$ cat config.mk
export PLATFORM = sky130hd
export DESIGN_NAME = deflect_port_arbiter
export DESIGN_NICKNAME = d
export VERILOG_FILES = /design/src/rtl/router_pkg.sv /design/src/rtl/route_compute.sv /design/src/rtl/deflect_port_arbiter.sv
export SDC_FILE = /design/constraint.sdc
export NUM_CORES = 1
export LEC_CHECK = 0
export ABC_CLOCK_PERIOD_IN_PS = 7600
export CAP_MARGIN = 40
export CORE_MARGIN = 2
export CORE_UTILIZATION = 54
export CTS_CLUSTER_SIZE = 40
export DETAILED_ROUTE_END_ITERATION = 16
export PLACE_DENSITY_LB_ADDON = 0.08
export SLEW_MARGIN = 40
export SYNTH_ARGS = -nofsm -noshare
export SYNTH_HDL_FRONTEND = slang
export SYNTH_HIERARCHICAL = 1
export SYNTH_SLANG_ARGS = --single-unit
$ cat constraint.sdc
create_clock -name clk -period 7.6 [get_ports clk]
set_input_delay 1.14 -clock clk [delete_from_list [all_inputs] [get_ports clk]]
set_output_delay 1.14 -clock clk [all_outputs]
set_load 0.01 [all_outputs]
$ cat src/rtl/router_pkg.sv
// Shared flit layout, port indices and output-port selection helpers for the
// MinBD deflection router stage.
package router_pkg;

    localparam int FLIT_W    = 11;
    localparam int VALID_BIT = 10;
    localparam int DX_HI     = 9;
    localparam int DX_LO     = 8;
    localparam int DY_HI     = 7;
    localparam int DY_LO     = 6;

    localparam logic [1:0] PORT_N = 2'd0;
    localparam logic [1:0] PORT_S = 2'd1;
    localparam logic [1:0] PORT_E = 2'd2;
    localparam logic [1:0] PORT_W = 2'd3;

    typedef logic [FLIT_W-1:0] flit_t;

    localparam flit_t INVALID_FLIT = '0;

    // Lowest-index free output in N,S,E,W order; the deflection target.
    function automatic logic [1:0] first_free(input logic [3:0] used);
        logic [1:0] sel;
        sel = PORT_N;
        for (int p = 3; p >= 0; p--) begin
            if (!used[p]) sel = 2'(p);
        end
        return sel;
    endfunction

    // Productive port if one is free, otherwise deflect. Local flits that
    // could not eject land here too and always deflect.
    function automatic logic [1:0] choose_port(
        input logic [3:0] used,
        input logic       is_local,
        input logic [1:0] pref1,
        input logic [1:0] pref2,
        input logic       has_pref2
    );
        logic [1:0] sel;
        if (!is_local && !used[pref1]) begin
            sel = pref1;
        end else if (!is_local && has_pref2 && !used[pref2]) begin
            sel = pref2;
        end else begin
            sel = first_free(used);
        end
        return sel;
    endfunction

endpackage

$ cat src/rtl/route_compute.sv
// Destination-to-port lookup: X-first productive port, Y second, or local
// when the destination matches this router.
module route_compute
    import router_pkg::*;
#(
    parameter logic [1:0] MY_X = 2'd0,
    parameter logic [1:0] MY_Y = 2'd0
) (
    input  logic [1:0] dst_x,
    input  logic [1:0] dst_y,
    output logic       is_local,
    output logic [1:0] pref1,
    output logic [1:0] pref2,
    output logic       has_pref2
);

    always_comb begin
        is_local  = 1'b0;
        pref1     = PORT_N;
        pref2     = PORT_N;
        has_pref2 = 1'b0;
        if (dst_x != MY_X) begin
            pref1 = (dst_x > MY_X) ? PORT_E : PORT_W;
            if (dst_y != MY_Y) begin
                has_pref2 = 1'b1;
                pref2     = (dst_y > MY_Y) ? PORT_N : PORT_S;
            end
        end else if (dst_y != MY_Y) begin
            pref1 = (dst_y > MY_Y) ? PORT_N : PORT_S;
        end else begin
            is_local = 1'b1;
        end
    end

endmodule

$ cat src/rtl/deflect_port_arbiter.sv
// Output-port allocator for one 4-port deflection router stage: priority-ordered
// allocation of N,S,E,W flits plus local injection, registered outputs, epochs.
module deflect_port_arbiter
    import router_pkg::*;
#(
    parameter logic [1:0] MY_X         = 2'd0,
    parameter logic [1:0] MY_Y         = 2'd0,
    parameter int         EPOCH_CYCLES = 16
) (
    input  logic              clk,
    input  logic              rst,
    input  logic [FLIT_W-1:0] nty,
    input  logic [FLIT_W-1:0] sty,
    input  logic [FLIT_W-1:0] ety,
    input  logic [FLIT_W-1:0] wty,
    input  logic [FLIT_W-1:0] inj_flit,
    input  logic              inj_valid,
    input  logic              ej_ready,
    output logic [FLIT_W-1:0] nxt,
    output logic [FLIT_W-1:0] sxt,
    output logic [FLIT_W-1:0] ext,
    output logic [FLIT_W-1:0] wxt,
    output logic [FLIT_W-1:0] ej_flit,
    output logic              inj_ack,
    output logic [1:0]        prio_ptr
);

    localparam int CW = (EPOCH_CYCLES > 1) ? $clog2(EPOCH_CYCLES) : 1;

    // Handshakes: inj_flit is held while inj_valid is high until a one-cycle
    // inj_ack pulse; ej_ready only permits an eject in the same cycle.
    logic [4:0][FLIT_W-1:0] flit_all;
    logic [4:0]             local_all;
    logic [4:0][1:0]        pref1_all;
    logic [4:0][1:0]        pref2_all;
    logic [4:0]             has_pref2_all;

    assign flit_all = {inj_flit, wty, ety, sty, nty};

    for (genvar g = 0; g < 5; g++) begin : g_route
        route_compute #(
            .MY_X(MY_X),
            .MY_Y(MY_Y)
        ) u_route (
            .dst_x    (flit_all[g][DX_HI:DX_LO]),
            .dst_y    (flit_all[g][DY_HI:DY_LO]),
            .is_local (local_all[g]),
            .pref1    (pref1_all[g]),
            .pref2    (pref2_all[g]),
            .has_pref2(has_pref2_all[g])
        );
    end

    logic [3:0]             used;
    logic                   ej_taken;
    logic [1:0]             idx;
    logic [1:0]             port;
    logic [3:0][FLIT_W-1:0] out_d;
    logic [FLIT_W-1:0]      ej_d;
    logic                   ack_d;

    always_comb begin
        used     = '0;
        ej_taken = 1'b0;
        idx      = '0;
        port     = '0;
        out_d    = '0;
        ej_d     = INVALID_FLIT;
        ack_d    = 1'b0;
        for (int i = 0; i < 4; i++) begin
            idx = prio_ptr + 2'(i);
            if (flit_all[idx][VALID_BIT]) begin
                if (local_all[idx] && ej_ready && !ej_taken) begin
                    ej_d     = flit_all[idx];
                    ej_taken = 1'b1;
                end else begin
                    port        = choose_port(used, local_all[idx], pref1_all[idx],
                                              pref2_all[idx], has_pref2_all[idx]);
                    used[port]  = 1'b1;
                    out_d[port] = flit_all[idx];
                end
            end
        end
        // Injection never ejects: a local-destined inj_flit is deflected.
        if (inj_valid && (used != 4'b1111)) begin
            port        = choose_port(used, local_all[4], pref1_all[4],
                                      pref2_all[4], has_pref2_all[4]);
            used[port]  = 1'b1;
            out_d[port] = inj_flit;
            ack_d       = 1'b1;
        end
    end

    always_ff @(posedge clk or posedge rst) begin
        if (rst) begin
            nxt     <= INVALID_FLIT;
            sxt     <= INVALID_FLIT;
            ext     <= INVALID_FLIT;
            wxt     <= INVALID_FLIT;
            ej_flit <= INVALID_FLIT;
            inj_ack <= 1'b0;
        end else begin
            nxt     <= out_d[PORT_N];
            sxt     <= out_d[PORT_S];
            ext     <= out_d[PORT_E];
            wxt     <= out_d[PORT_W];
            ej_flit <= ej_d;
            inj_ack <= ack_d;
        end
    end

    logic [CW-1:0] epoch_cnt;

    always_ff @(posedge clk or posedge rst) begin
        if (rst) begin
            epoch_cnt <= '0;
            prio_ptr  <= 2'd0;
        end else if (epoch_cnt == CW'(EPOCH_CYCLES - 1)) begin
            epoch_cnt <= '0;
            prio_ptr  <= prio_ptr + 2'd1;
        end else begin
            epoch_cnt <= epoch_cnt + 1'b1;
        end
    end

endmodule
==> results.ini <==
[synthesis]
synth.distinct_cells=73
synthArstFlopShare_pct=100.0
synth_top_cell_by_area=dfrtp_1
synthCells=714
syn_area_um2=6083
yosys_warnings=6
avgSynthCellArea_um2=8.520
yosys-top-cells-area=dfrtp_1, mux2i_1, o221ai_1
ys.flop_type=dfrtp_1
yosysSeqAreaShare_pct=25.50
synth_top_area_share_pct=25.50
synth_edf_count=0
synth_common_cells=nand2_1, o21ai_0, dfrtp_1, o221ai_1, nor2_1
synth_seq_cells=62
yosysMostFrequentCell=nand2_1

[critical_path]
r2r_start=prio_ptr[0]$_DFFE_PP0N_
crit_path_start=wty[8]
crit_end=sxt[10]$_DFF_PP0_
crit_path_start_kind=input port
max_stage_delay_ns=0.60
cp_max_fo=11
cp_cell_sequence=clkdlybuf4s50_1 > or2_1 > mux4_2 > or4b_4 > o32ai_4 > o21ai_2 > o21bai_2 > mux2i_1 > nor4_4 > nor4_1 > a211oi_1 > a2111o_1 > a21oi_1 > xnor2_1 > a41o_1 > nor3b_1 > nor3_1 > and3_1 > mux2i_1
worst_path_most_repeated_cell=mux2i_1
cp_slowest_cell=mux4_2
rr_endpoint=sxt[10]$_DFF_PP0_
r2r_slack_ns=1.10
required_ns=7.85
end_kind=register
crit_arrival_ns=7.34
r2r_cells=17
path_class=in2reg

[route]
drt-total-wl_um=19980
ant_nets=0
dr.pass1.iters=6
drt_iter0_markers=658
wire_per_inst_um=21.01
viasPerCell=6.687
drc=0
num_vias=6359

[final_layout]
final_core_util_pct=69.00
syn_to_final_growth_pct=24.04
drive_gt1_share_pct=12.58
final_nets=866
post-route-cell-area_um2=7546
antenna_cells=0

[timing]
period_minus_slack_ns=7.091
holdWs_ns=0.5015
drv_slew=0
setup_tns_ns=0
hold_viol=0
worst_slew_pin_slew_ns=0.9328
max_freq_ghz=0.1410
finClkSkew_ns=0.008374
relSlewSlack_pct=37.59
rsz0062_at_grt=no
finalCritPeriodShare_pct=93.30
setup_viol=0

[clock_network]
clockBufferDepth=2
cts_hold_buf=0
ctsResizeCount=0
clockRootBuffer=clkbuf_16
cts_made_buffers=9
cts.reportedPaths.clkPinSlew_ns=0.06
cts_setup_buffers=0
cts.sinks=62
htree_levels=3
clock_latency_ns=0.33
cts_tree=done

[global_route]
busiest_layer=met2
grt_pass1_vias=6117
globalRouteOverflowTotal=0
grt_use_met1_pct=37.97
grt.total_usage_pct=33.22
antenna_found_initial=0
grt_pass1_wl_um=31280
grt_start_max_net_pins=63
grt_util_met2_pct=60.78
use_met3_pct=5.232

[pwr]
power_mw=1.299
p_per_area_nw_per_um2=172.1
vdd_drop_max_uv=139.8
p_leak_nw=3.234

[die]
core_um2=10940
die_x_um=110.1
die_y_um=110.1
pin_count=117
initial_utilization_pct=55.63
die-area_um2=12130
fp-row-count=38

[placement]
place_area_um2=7266
hpwl_um=15080
gp_congestion=0.9764
numPortBuffers=116

[run]
drv_cap=0

[run_status]
status=completed

[min_path]
hp-class=reg2reg

stage by stage:
stage | setup slack [ns] | cells
final | 0.5095 | 951
after CTS | 0.6777 | 951
after floorplan | 1.163 | 724
after global routing | 0.09755 | 951
after global placement | 0.5546 | 935
after detailed placement | 0.3648 | 935
layout by cell type (no fill, tap or decap), types with 6 or more instances in the layout:
master and instances:
and2_1 6, nor2_1 45, a21o_1 7, buf_4 11, nand3_1 8, dfrtp_1 60
mux4_2 18, a221o_1 24, clkdlybuf4s50_1 116, mux2_2 27, o221ai_1 50, conb_1 15
inv_1 29, nand3b_1 8, clkbuf_16 9, nand2_1 101, a21oi_1 33, o21ai_0 65
mux2i_1 44, nor3_1 7, o21a_1 13
sequential cells by signal, indices dropped and copies added, names as in the netlist:
| name | flops |
|---|---|
| ej_flit | 11 |
| epoch_cnt | 4 |
| ext | 11 |
| inj_ack | 1 |
| nxt | 11 |
| prio_ptr | 2 |
| sxt | 11 |
| wxt | 11 |
kinds of logic (layout without fill, tap and decap cells):
family          count (synthesis)  count (layout)  synth area share, %
flops                          62              62                25.50
compound gates                241             241                29.14
mux                            91              91                19.40
xor+xnor                        7               7                1.008
simple gates                  218             218                17.65
other cells                     5              15               0.3085
fa+ha+maj                       2               2               0.3702
buf+inv                        88             175                6.623
worst min path at each step:
stage / to / from / cells after the start
after floorplan: epoch_cnt[0]$_DFF_PP0_ / epoch_cnt[0]$_DFF_PP0_ / 1
after global placement: epoch_cnt[0]$_DFF_PP0_ / epoch_cnt[0]$_DFF_PP0_ / 1
after detailed placement: epoch_cnt[0]$_DFF_PP0_ / epoch_cnt[0]$_DFF_PP0_ / 1
after CTS: epoch_cnt[0]$_DFF_PP0_ / epoch_cnt[0]$_DFF_PP0_ / 1
after global routing: epoch_cnt[0]$_DFF_PP0_ / epoch_cnt[0]$_DFF_PP0_ / 1
final: epoch_cnt[0]$_DFF_PP0_ / epoch_cnt[0]$_DFF_PP0_ / 1
routing by layer:
layer  routed length (um)  up-vias
li1                     -     2870
met1                 7300     3042
met2                10350      358
met3                 1389       89
met4                  933        0
met5                    0        -
power by group:
part           switching [mW]  internal (mW)
logic                   0.271          0.246
clock network           0.159          0.221
registers              0.0180          0.384
total                   0.448          0.851
worst max-delay path: cells and delay by family:
kind | cells | cell delay [ns]
AND/OR/NAND/NOR | 7 | 2.39
AO/OA/AOI/OAI | 7 | 1.88
multiplexers | 3 | 1.24
buffers and inverters | 1 | 0.51
XOR/XNOR | 1 | 0.17
cell type report:
type                       instances  area (um2)
clock inverter                     7       48.80
timing repair buffer             128        1255
inverter                          31       116.4
fill                             926        3390
clock buffer                       9       225.2
tap                              140       175.2
sequential                        62        1556
multi-input combinational        574        4169
No activity file was read; power rests on OpenSTA's default activity.
